**config.mk**
```make
export PLATFORM = sky130hd
export DESIGN_NAME = mul_ctrl
export DESIGN_NICKNAME = d
export VERILOG_FILES = /design/src/rtl/mul_ctrl_pkg.sv /design/src/rtl/mul32.sv /design/src/rtl/mul_ctrl.sv
export SDC_FILE = /design/constraint.sdc
export NUM_CORES = 1
export LEC_CHECK = 0
export ABC_AREA = 0
export CAP_MARGIN = 0
export CORE_AREA = 3 3 226 228
export DETAILED_ROUTE_END_ITERATION = 16
export DIE_AREA = 0 0 229 231
export PLACE_DENSITY = 0.82
export SYNTH_ARGS = -nofsm -noshare
export SYNTH_HDL_FRONTEND = slang
export SYNTH_SLANG_ARGS = --single-unit
```
**constraint.sdc**
```tcl
create_clock -name clk -period 8.57 [get_ports clk]
set_clock_uncertainty 0.15 [all_clocks]
set_input_delay 1.714 -clock clk [delete_from_list [all_inputs] [get_ports clk]]
set_output_delay 1.714 -clock clk [all_outputs]
set_load 0.01 [all_outputs]
```
**src/rtl/mul_ctrl_pkg.sv**
```systemverilog
// Shared encodings, FSM states and sign/magnitude helpers for the RV32M multiply front end.
package mul_ctrl_pkg;

    localparam logic [1:0] OP_MUL    = 2'b00;
    localparam logic [1:0] OP_MULH   = 2'b01;
    localparam logic [1:0] OP_MULHSU = 2'b10;
    localparam logic [1:0] OP_MULHU  = 2'b11;

    localparam int unsigned DEF_FLUSH_CYCLES = 34;

    typedef enum logic [1:0] {
        FLUSH = 2'd0,
        IDLE  = 2'd1,
        ISSUE = 2'd2,
        WAIT  = 2'd3
    } state_t;

    function automatic logic op_s1(input logic [1:0] op);
        return (op == OP_MULH) || (op == OP_MULHSU);
    endfunction

    function automatic logic op_s2(input logic [1:0] op);
        return (op == OP_MULH);
    endfunction

    // 0x80000000 negates to itself, which is the correct unsigned magnitude.
    function automatic logic [31:0] mag32(input logic [31:0] x, input logic s);
        return (s && x[31]) ? (~x + 32'd1) : x;
    endfunction

    function automatic logic [63:0] neg64(input logic [63:0] x, input logic n);
        return n ? (~x + 64'd1) : x;
    endfunction

endpackage

```
**src/rtl/mul32.sv**
```systemverilog
// Shift-and-add 32x32 unsigned multiplier; iteration count equals the bit length of a.
module mul32 (
    input  logic        clk,
    input  logic        valid,
    input  logic [31:0] a,
    input  logic [31:0] b,
    output logic        ready,
    output logic [63:0] res
);

    logic [31:0] r_a;
    logic [63:0] r_b;
    logic [63:0] r_acc;
    logic        r_busy;

    assign ready = r_busy && (r_a == 32'd0);
    assign res   = r_acc;

    // Datapath has no reset; the controller drains any stale job after reset.
    always_ff @(posedge clk) begin
        if (valid) begin
            r_a    <= a;
            r_b    <= {32'd0, b};
            r_acc  <= 64'd0;
            r_busy <= 1'b1;
        end else if (r_busy) begin
            if (r_a == 32'd0) begin
                r_busy <= 1'b0;
            end else begin
                if (r_a[0]) begin
                    r_acc <= r_acc + r_b;
                end else begin
                    r_acc <= r_acc;
                end
                r_b <= r_b << 1;
                r_a <= r_a >> 1;
            end
        end else begin
            r_busy <= 1'b0;
        end
    end

endmodule

```
**src/rtl/mul_ctrl.sv**
```systemverilog
// RV32M multiply front end: decode, sign handling, operand swap, one-entry product cache
// and the control FSM driving mul32.
module mul_ctrl
    import mul_ctrl_pkg::*;
#(
    parameter bit          CACHE_EN     = 1'b1,
    parameter bit          SWAP_EN      = 1'b1,
    parameter int unsigned FLUSH_CYCLES = DEF_FLUSH_CYCLES
) (
    input  logic        clk,
    input  logic        reset,
    input  logic        valid,
    input  logic [1:0]  op,
    input  logic [31:0] rs1,
    input  logic [31:0] rs2,
    output logic [31:0] rd,
    output logic        ready,
    output logic        busy
);

    state_t      r_state;
    logic [7:0]  r_flush_cnt;

    logic [1:0]  r_op;
    logic [31:0] r_rs1;
    logic [31:0] r_rs2;
    logic        r_s1;
    logic        r_s2;
    logic        r_neg;
    logic        r_mul_valid;

    logic        r_c_vld;
    logic [31:0] r_c_rs1;
    logic [31:0] r_c_rs2;
    logic        r_c_s1;
    logic        r_c_s2;
    logic [63:0] r_c_p;

    logic        w_s1_in;
    logic        w_s2_in;
    logic        w_neg_in;
    logic        w_hit;
    logic [31:0] w_hit_rd;

    logic [31:0] w_m1;
    logic [31:0] w_m2;
    logic [31:0] w_mul_a;
    logic [31:0] w_mul_b;
    logic        w_mul_ready;
    logic [63:0] w_mul_res;
    logic [63:0] w_prod;
    logic [31:0] w_res_rd;

    // Decode the incoming request and look it up in the product cache.
    always_comb begin
        w_s1_in  = op_s1(op);
        w_s2_in  = op_s2(op);
        w_neg_in = (w_s1_in & rs1[31]) ^ (w_s2_in & rs2[31]);
        w_hit    = 1'b0;
        if (CACHE_EN && r_c_vld && (rs1 == r_c_rs1) && (rs2 == r_c_rs2)) begin
            // The low half is mode independent, so MUL hits on any entry.
            if (op == OP_MUL) begin
                w_hit = 1'b1;
            end else begin
                w_hit = (w_s1_in == r_c_s1) && (w_s2_in == r_c_s2);
            end
        end else begin
            w_hit = 1'b0;
        end
        w_hit_rd = (op == OP_MUL) ? r_c_p[31:0] : r_c_p[63:32];
    end

    // Magnitudes of the latched operands; the smaller one goes to a to shorten the run.
    always_comb begin
        w_m1 = mag32(r_rs1, r_s1);
        w_m2 = mag32(r_rs2, r_s2);
        if (SWAP_EN && (w_m2 < w_m1)) begin
            w_mul_a = w_m2;
            w_mul_b = w_m1;
        end else begin
            w_mul_a = w_m1;
            w_mul_b = w_m2;
        end
        w_prod   = neg64(w_mul_res, r_neg);
        w_res_rd = (r_op == OP_MUL) ? w_prod[31:0] : w_prod[63:32];
    end

    mul32 u_mul (
        .clk   (clk),
        .valid (r_mul_valid),
        .a     (w_mul_a),
        .b     (w_mul_b),
        .ready (w_mul_ready),
        .res   (w_mul_res)
    );

    // Control FSM with registered outputs and the cache entry.
    always_ff @(posedge clk or posedge reset) begin
        if (reset) begin
            r_state     <= FLUSH;
            r_flush_cnt <= 8'd0;
            r_op        <= 2'b00;
            r_rs1       <= 32'd0;
            r_rs2       <= 32'd0;
            r_s1        <= 1'b0;
            r_s2        <= 1'b0;
            r_neg       <= 1'b0;
            r_mul_valid <= 1'b0;
            r_c_vld     <= 1'b0;
            r_c_rs1     <= 32'd0;
            r_c_rs2     <= 32'd0;
            r_c_s1      <= 1'b0;
            r_c_s2      <= 1'b0;
            r_c_p       <= 64'd0;
            rd          <= 32'd0;
            ready       <= 1'b0;
            busy        <= 1'b1;
        end else begin
            ready       <= 1'b0;
            r_mul_valid <= 1'b0;
            case (r_state)
                FLUSH: begin
                    // mul32 ready is ignored here: it may be a stale job completing.
                    if (r_flush_cnt == 8'(FLUSH_CYCLES - 1)) begin
                        r_state <= IDLE;
                        busy    <= 1'b0;
                    end else begin
                        r_flush_cnt <= r_flush_cnt + 8'd1;
                    end
                end
                IDLE: begin
                    if (valid) begin
                        r_op  <= op;
                        r_rs1 <= rs1;
                        r_rs2 <= rs2;
                        r_s1  <= w_s1_in;
                        r_s2  <= w_s2_in;
                        r_neg <= w_neg_in;
                        if (w_hit) begin
                            rd    <= w_hit_rd;
                            ready <= 1'b1;
                        end else begin
                            r_state     <= ISSUE;
                            r_mul_valid <= 1'b1;
                            busy        <= 1'b1;
                        end
                    end else begin
                        r_state <= IDLE;
                    end
                end
                ISSUE: begin
                    r_state <= WAIT;
                end
                WAIT: begin
                    if (w_mul_ready) begin
                        rd      <= w_res_rd;
                        ready   <= 1'b1;
                        busy    <= 1'b0;
                        r_state <= IDLE;
                        r_c_vld <= CACHE_EN;
                        r_c_rs1 <= r_rs1;
                        r_c_rs2 <= r_rs2;
                        r_c_s1  <= r_s1;
                        r_c_s2  <= r_s2;
                        r_c_p   <= w_prod;
                    end else begin
                        r_state <= WAIT;
                    end
                end
                default: begin
                    r_state     <= FLUSH;
                    r_flush_cnt <= 8'd0;
                    busy        <= 1'b1;
                end
            endcase
        end
    end

endmodule

```
Word level (Yosys, flattened, before mapping). Index checks and enable logic that the tools add are counted.

Add/sub/neg operators: 5. Equality and inequality tests: 17. Order comparisons: 1. Reduce and logical (&&, ||, !) cells: 23. Multiplexer cells: 38. Bitwise operators: 8.

Operator list (number): $mux W32 (15); $add A32 B1 Y32 const B (2); $add A64 B1 Y64 const B (1); $add A64 B64 Y64 (1); $eq A32 B32 Y1 (2); $mux W64 (1); $not A32 Y32 (2); $not A64 Y64 (1); $pmux W32 S2 (1); $logic_not A32 Y1 (1); $lt A32 B32 Y1 (1); $mux W1 (14); $reduce_and A2 Y1 (6); $ne A2 B2 Y1 const B (5); $add A8 B1 Y8 const B (1); $eq A8 B6 Y1 const B (1); $mux W2 (4); $pmux W2 S4 (1); $eq A2 B2 Y1 const B (3); $logic_and A1 B1 Y1 (6); $logic_not A2 Y1 (3); $reduce_and A5 Y1 (1); $eq A2 B1 Y1 const B (2); $reduce_and A4 Y1 (1); other kinds (12) (16).

Word-level logic and storage cells: 115. Register bits: 406. Output and inout port bits: 34.

Longest topological paths before layout. Gate-level depths: netlist (run 1).

Depth after elaboration: 9. Depth in mapped cells: 23. Mapped depth without buffers: 20.

By module. From an unflattened synthesis (run 1), not the netlist that was laid out.

Cell total of the unflattened synthesis: 2821. Area total of the unflattened synthesis: 25458.2 µm².

By module, submodules not included: mul_ctrl (area an instance 15506.1 µm², sequential area each 6132.1 µm², cells an instance 1717, times used 1); mul32 (area an instance 9952.0 µm², sequential area each 3863.7 µm², cells an instance 1104, times used 1).

Least setup slack after synthesis (run 1). No wires, ideal clock.

Path kind: register to register. Start: reg r_rs1[6]. End: reg u_mul.r_b[2] (data pin). Required time: 8153 ps. Path buffers: 3. Arrival time: 4228 ps. Path slack: 3925 ps. Clock period less this slack: 4645 ps. Cell stages (with the launch flop): 22. Cell sequence: dfrtp_1 nor3_1 nand2_1 or3_1 nor3_1 a31oi_1 a21oi_1 nand2_1 xor2_1 inv_1 ha_1 a21o_1 a21o_1 a21oi_1 o211ai_1 a31oi_1 clkbuf_1 buf_2 clkbuf_1 nand2_1 o211ai_1 o21ai_0.

Longest elaborated chain between the ends: 6.

Ends and longest elaborated chain: start: declaration (line mul_ctrl.sv:25) `logic [31:0] r_rs1;`; start signal: assignment (line mul_ctrl.sv:134) `r_rs1 <= rs1;`; $not A32 Y32 (line mul_ctrl_pkg.sv:28) `return (s && x[31]) ? (~x + 32'd1) : x;`; $add A32 B1 Y32 (line mul_ctrl_pkg.sv:28); $mux W32 (*) (line mul_ctrl_pkg.sv:28); $lt A32 B32 Y1 (*) (line mul_ctrl.sv:77) `if (SWAP_EN && (w_m2 < w_m1)) begin`; $mux W32 (*) (line mul_ctrl.sv:77); $mux W32 (*) (line mul32.sv:21) `if (valid) begin`; end signal: assignment (line mul32.sv:23) `r_b <= {32'd0, b};`; end signal: assignment (line mul32.sv:35) `r_b <= r_b << 1;`; end: declaration (line mul32.sv:12) `logic [63:0] r_b;`.

Every way passes the cells marked *; elsewhere a longest branch is shown, timed or not. A chain may end at the register's enable or synchronous reset.

Worst setup path after layout (run 1).
Start: reg r_rs1[6]. End: reg u_mul.r_a[4] (data pin).

Longest elaborated chain between the ends: 6.

Ends and longest elaborated chain: $not A32 Y32 (line mul_ctrl_pkg.sv:28); $add A32 B1 Y32 (line mul_ctrl_pkg.sv:28); $mux W32 (*) (line mul_ctrl_pkg.sv:28); $lt A32 B32 Y1 (*) (line mul_ctrl.sv:77); $mux W32 (*) (line mul_ctrl.sv:77); $mux W32 (*) (line mul32.sv:21); end signal: assignment (line mul32.sv:36) `r_a <= r_a >> 1;`; end: declaration (line mul32.sv:11) `logic [31:0] r_a;`.

Marks and branches as above.

==> results of run 1 <==
cells in the final DEF, fill, tap and decap left out, types with 56 or more instances in the layout:
master             n
xor2_1           125
clkdlybuf4s50_1  102
o21ai_0          173
ha_1             100
a21oi_1          248
inv_1             80
nand2_1          647
edfxtp_1          64
mux2i_1           97
dfrtp_1          243
mux2_2            58
nor3_1            56
nor2_1           187
xnor2_1           96
dfxtp_1           97
through the flow:
| stage | area (um^2) | hold slack (ns) | setup WS, ns | utilization |
|---|---|---|---|---|
| after CTS | 27300 | 0.298 | 2.96 | 0.556 |
| after floorplan | 24400 | 0.261 | 3.49 | - |
| after detailed placement | 26000 | 0.283 | 2.90 | 0.529 |
| after global placement | 26000 | 0.276 | 3.02 | 0.529 |
| final | 27300 | 0.298 | 2.90 | 0.556 |
| after global routing | 27300 | 0.326 | 2.47 | 0.556 |
metal layers:
layer | part of all wire | up-vias | global-route usage
met5 | 0 | - | 0
met1 | 0.43 | 10100 | 0.350
met3 | 0.083 | 133 | 0.0400
li1 | - | 9977 | -
met4 | 0.028 | 0 | 0.0702
met2 | 0.46 | 885 | 0.392
layout make-up:
cell class | count | area (um^2) | share of cell area
Multi-Input combinational cell | 2229 | 13600 | 0.500
Sequential cell | 406 | 10000 | 0.367
Clock buffer | 65 | 1230 | 0.0451
Timing Repair Buffer | 121 | 1180 | 0.0431
Tap cell | 664 | 831 | 0.0305
Inverter | 83 | 315 | 0.0116
Clock inverter | 11 | 85.1 | 0.00312
how the worst min path moves through the flow:
stage                       start       to  slack (ns)  cells past startpoint
after floorplan           r_c_vld  r_c_vld        0.26                      2
after global placement    r_c_vld  r_c_vld        0.28                      2
after detailed placement  r_c_vld  r_c_vld        0.28                      2
after CTS                 r_c_vld  r_c_vld        0.30                      2
after global routing      r_c_vld  r_c_vld        0.33                      2
final                     r_c_vld  r_c_vld        0.30                      2
power by group through the flow:
stage | Combinational (W) | Sequential, W | Clock (W)
detailed placement | 0.00584 | 0.00340 | 0
finish | 0.00598 | 0.00341 | 0.00180
CTS | 0.00589 | 0.00337 | 0.00182
global route | 0.00667 | 0.00347 | 0.00190
global placement | 0.00567 | 0.00339 | 0
floorplan | 0.00459 | 0.00309 | 0
registers in the layout, summed over array words and instances, names as in the netlist, 2 cells and up:
signal and count:
u_mul.r_b 64, u_mul.res 64, r_c_rs1 32, r_rs1 32, r_c_rs2 32, r_op 2
r_state 2, rd 32, r_rs2 32, r_c_p 64, r_flush_cnt 8, u_mul.r_a 32
kinds of logic after synthesis:
kind of cell             share of synthesized area
flip-flops                                   0.409
AO/OA/AOI/OAI                                0.158
multiplexers                                0.0665
buffers and inverters                       0.0353
AND/OR/NAND/NOR                              0.199
XOR/XNOR                                    0.0792
adder cells (fa/ha/maj)                     0.0526
worst max-delay path, stage by stage, from the launching register on:
cell,delay (ns)
dfrtp_1,0.44
nor3_1,0.36
nand2_1,0.14
or3_1,0.35
nor3_1,0.44
a31oi_1,0.28
a21oi_1,0.32
nand2_1,0.11
xor2_1,0.23
inv_1,0.07
ha_1,0.29
a21o_1,0.16
a21o_1,0.16
a21oi_1,0.16
o211ai_1,0.14
a31oi_4,0.15
buf_4,0.85
mux2i_1,0.20
mux2_2,0.32
==> summary.md, run 1 <==
| Metric | Value |
|---|---|
| Final worst-path cycle share | `0.661` |
| Post-route ant nets | `0` |
| Min cycle time layout | `5.67 ns` |
| Initial Util | `0.498` |
| Num CTS Buffers | `42` |
| Top FF cell, synth | `dfrtp_1` |
| Die H | `231 um` |
| Clock Latency Late Sink | `between 0.5 and 0.6 ns` |
| FP Rows | `81` |
| Fmax | `0.176 GHz` |
| Clk buf depth | `3` |
| Post-synthesis sequential area ratio | `0.409` |
| First drt pass iteration count | `6` |
| Critical path arrival | `5.84 ns` |
| Reg2reg path depth | `18` |
| Die area | `52900 um^2` |
| Number of synthesized flops with an enable pin | `64` |
| Register share of total power | `0.305` |
| CTS tree | `done` |
| Fill count | `4260` |
| Fin. max-slew vios | `0` |
| CP Class | `reg -> reg` |
| P_leak | `12.2 nW` |
| Num ports | `~100` |
| Share of layout cells above drive strength 1 | `0.0587` |
| Synth-to-layout area growth | `11.6%` |
| Number of synthesized register bits | `406` |
| DP HPWL | `47.1 mm` |
| P_int | `0.00601 W` |
| WL per Instance | `18.5 um` |
| Grt ovf | `0` |
| Relative slew margins | `0.244` |
| CP Launch Point | `r_rs1[6]` |
| Clk sinks | `406` |
| Flop2flop setup slack | `2.90 ns` |
| Total of max-cap violations | `0` |
| Distinct cells, synth | `75` |
| Mapped Cells | `2863` |
| Sw frac | `0.463` |
| FF-to-FF End | `u_mul.r_a[4]` |
| Final Hold Vio Count | `0` |
| H-tree depth | `2` |
| Port bufs | `slightly above 100` |
| Setup TNS | `0 ns` |
| Ranking of synthesized cells by area | `dfrtp_1 25%, nand2_1 10%, dfxtp_1 8.0%` |
| CTS Root Cell | `clkbuf_16` |
| Worst EP required | `8.74 ns` |
| CTS clock-pin slew for the worst setup and hold paths | `0.07 ns` |
| Synth warn | `0` |
| Sw power | `0.00518 W` |
| Initial antenna violation count | `0` |
| Fin nets | `3054` |
| Syn Nets | `3034` |
| Detailed-route via count | `21100` |
| Synth cell count leaders | `648 x nand2_1, 249 x a21oi_1, 244 x dfrtp_1, 188 x nor2_1, 174 x o21ai_0` |
| Post-Syn Area | `24400 um^2` |
| Pwr Density | `410 nW/um^2` |
| Tot GR Track Use | `0.247` |
| Final RePlAce weighted congestion | `~0.95` |
| Post-cts hold buffer count | `0` |
| Logic pwr share | `0.535` |
| HP Class | `reg -> reg` |
| DR iter-0 viols | `2361` |
| Post-CTS setup buffers | `0` |
| Vias per inst | `5.90` |
| Setup Viol. Count Final | `0` |
| Placed cells | `3503` |
| Total power draw | `approximately 0.011 W` |
| First-pass GRT wire length | `107 mm` |
| Setup crit end | `u_mul.r_a[4]` |
| Number of global-route vias before repair | `roughly 20000` |
| Largest net degree at the start of global routing | `172` |
| Die X | `approximately 230 um` |
| VDD IR max | `roughly 0.39 mV` |
| Cell taking the most area after synthesis | `dfrtp_1` |
| Detailed Route WL | `66.4 mm` |
| Tightest Pin Transition | `1.13 ns` |
| Most common cell in the netlist | `nand2_1` |
| Asr flop ratio synth | `0.603` |
| Core area | `49100 um^2` |
| PostCTS Resize Cnt | `0` |
| Drt drc | `0` |
| Unrepaired setup endpoints after global routing | `false` |
| Status | `finished, final reports clean` |
| Critical Path Start Type | `flip-flop` |
| Critical Path Fanout Max | `99` |
| Worst r2r src | `r_rs1[6]` |
| Post-synth top area share | `0.250` |
| # diodes | `0` |
| Fin cells | `3579` |
| Avg Cell Area, Syn | `8.53 um^2` |
| Crit. End Element | `flip-flop` |
| Clk pwr share | `0.161` |
No activity file was read; power rests on OpenSTA's default activity.
==> run 2, diff against run 1 <==
- PLACE_DENSITY: 0.82 -> 0.79
- clock period: 8.57 -> 5.81 ns (I/O delays scaled with it)
==> summary.md, run 2 (same netlist as run 1, synthesis figures left out) <==
| Metric | Value |
|---|---|
| DR iter-0 viols | `2136` |
| H-tree depth | `2` |
| WL per Instance | `19.5 um` |
| PostCTS Resize Cnt | `0` |
| Die X | `229 um` |
| Total power draw | `0.0169 W` |
| Critical path arrival | `5.51 ns` |
| Worst EP required | `5.99 ns` |
| Die H | `231 um` |
| Fin. max-slew vios | `0` |
| Clk buf depth | `3` |
| Placement Setup Slack | `0.591 ns` |
| Largest net degree at the start of global routing | `137` |
| Clock Latency Late Sink | `0.58 ns` |
| Sequential cell area | `10000 um^2` |
| Max stage delay on crit path | `roughly 0.5 ns` |
| Synth-to-layout area growth | `12.4%` |
| Post-route ant nets | `0` |
| CP max-delay cell | `a31oi_4` |
| Area of the multi-input gates | `around 14000 um^2` |
| P_int | `0.00906 W` |
| Final Hold Vio Count | `0` |
| Tot GR Track Use | `0.259` |
| Unrepaired setup endpoints after global routing | `false` |
| CTS Root Cell | `clkbuf_16` |
| Port bufs | `a little over 100` |
| Sw frac | `0.463` |
| FP Rows | `just over 80` |
| WP buf/inv | `2` |
| Clk pwr share | `0.164` |
| Number of global-route vias before repair | `20400` |
| Commonest non-fill, non-tap cell in the layout | `nand2_1` |
| Min cycle time layout | `roughly 5.3 ns` |
| Fill count | `4318` |
| Crit-path cells | `nor3_1, nand2_1, or3_1, nor3_1, a31oi_1, a21oi_1, nand2_1, xor2_1, inv_1, ha_1, a21o_1, a21o_1, a21oi_1, o211ai_1, a31oi_4, buf_12, mux2i_1, mux2_2` |
| CTS tree | `done` |
| Register share of total power | `0.300` |
| Final worst-path cycle share | `0.918` |
| First drt pass iteration count | `5` |
| Crit. End Element | `flip-flop` |
| Sw power | `0.00781 W` |
| Grt ovf | `0` |
| Status | `finished, final reports clean` |
| P_leak | `12.3 nW` |
| HP Class | `reg -> reg` |
| Share of layout cells above drive strength 1 | `0.0628` |
| Vias per inst | `5.91` |
| Num ports | `103` |
| Fmax | `0.187 GHz` |
| Post-cts hold buffer count | `0` |
| CTS clock-pin slew for the worst setup and hold paths | `about 0.06 ns` |
| Placed cells | `3511` |
| Fin cells | `about 3600` |
| CP Class | `reg -> reg` |
| Die area | `about 53000 um^2` |
| Initial Util | `0.498` |
| Total of max-cap violations | `0` |
| Pwr Density | `615 nW/um^2` |
| Tightest Pin Transition | `1.12 ns` |
| Detailed Route WL | `70.1 mm` |
| VDD IR max | `0.418 mV` |
| Logic pwr share | `0.537` |
| Num CTS Buffers | `44` |
| Fin nets | `a little over 3000` |
| Initial antenna violation count | `1` |
| Detailed-route via count | `between 20000 and 25000` |
| Setup TNS | `0 ns` |
| Setup Viol. Count Final | `0` |
| Final WS setup | `approximately 0.47 ns` |
| Drt drc | `0` |
| Critical Path Fanout Max | `24` |
| Relative slew margins | `0.245` |
| Top cell family by delay on the critical path | `compound AO/OA/AOI/OAI gates` |
| Final RePlAce weighted congestion | `just under 1` |
| Core area | `49100 um^2` |
| Most frequent cells in the layout | `647 x nand2_1, 248 x a21oi_1, 243 x dfrtp_1` |
| First-pass GRT wire length | `112 mm` |
| # diodes | `0` |
| DP HPWL | `51.0 mm` |
| Post-CTS setup buffers | `0` |
| Critical Path Start Type | `flip-flop` |
| Clk sinks | `406` |
-- run 2: changes by cell type in the layout (fill, tap and decap cells not counted) --
cell	delta
buf_12	+3
inv_4	+1
clkbuf_1	+1
bufinv_16	-1
clkinv_2	-3
clkinvlp_4	+4
clkbuf_8	-2
clkbuf_16	+4
clkinv_8	+1
inv_6	+1
buf_4	+5
-- run 2: path summary, 6_finish.rpt --
path | cells past startpoint | to | slack (ns) | startpoint
hold reg to reg | 2 | r_c_vld | 0.30 | r_c_vld
setup reg to reg | 18 | u_mul.r_a[1] | 0.47 | r_rs1[6]
min in group asynchronous | 2 | r_flush_cnt[1] | 0.96 | reset
max in group asynchronous | 3 | r_rs1[21] | 3.38 | reset
setup / recovery | 18 | u_mul.r_a[1] | 0.47 | r_rs1[6]
hold / removal | 2 | r_c_vld | 0.30 | r_c_vld
-- run 2: power by group through the flow --
stage / sequential, W / clock, W / combinational [W]
after CTS: 0.00501 / 0.00279 / 0.00893
after detailed placement: 0.00505 / 0 / 0.00887
after global routing: 0.00514 / 0.00291 / 0.0100
after floorplan: 0.00456 / 0 / 0.00676
final: 0.00506 / 0.00276 / 0.00906
after global placement: 0.00501 / 0 / 0.00857
-- run 2: layer usage --
| metal | part of all wire | wire, um | vias to the layer above | GRT usage |
|---|---|---|---|---|
| met2 | 0.46 | 32300 | 762 | 0.416 |
| met5 | 0 | 0 | - | 0 |
| met4 | 0.023 | 1630 | 0 | 0.0684 |
| met3 | 0.076 | 5340 | 122 | 0.0418 |
| met1 | 0.44 | 30800 | 10300 | 0.366 |
| li1 | - | - | 10000 | - |
-- run 2: area by class of cell --
cell class / count / area share
sequential: 406 / 0.364
clock inverter: 14 / 0.00369
multi-input combinational: 2229 / 0.496
timing repair buffer: 129 / 0.0464
clock buffer: 68 / 0.0475
inverter: 83 / 0.0115
tap: 664 / 0.0303
-- run 2: worst min-delay path: cells and delay by family, from the launching register on --
family	cells	cell delay, ns
buffers and inverters	1	0.05
flip-flops	1	0.32
AND/OR/NAND/NOR	1	0.05
-- run 2: metrics by stage --
stage                     instance area (um^2)   util  hold WS, ns
after floorplan                          24400      -        0.261
after global placement                   26100  0.531        0.278
after detailed placement                 26100  0.531        0.285
after CTS                                27500  0.560        0.300
after global routing                     27500  0.560        0.311
final                                    27500  0.560        0.303
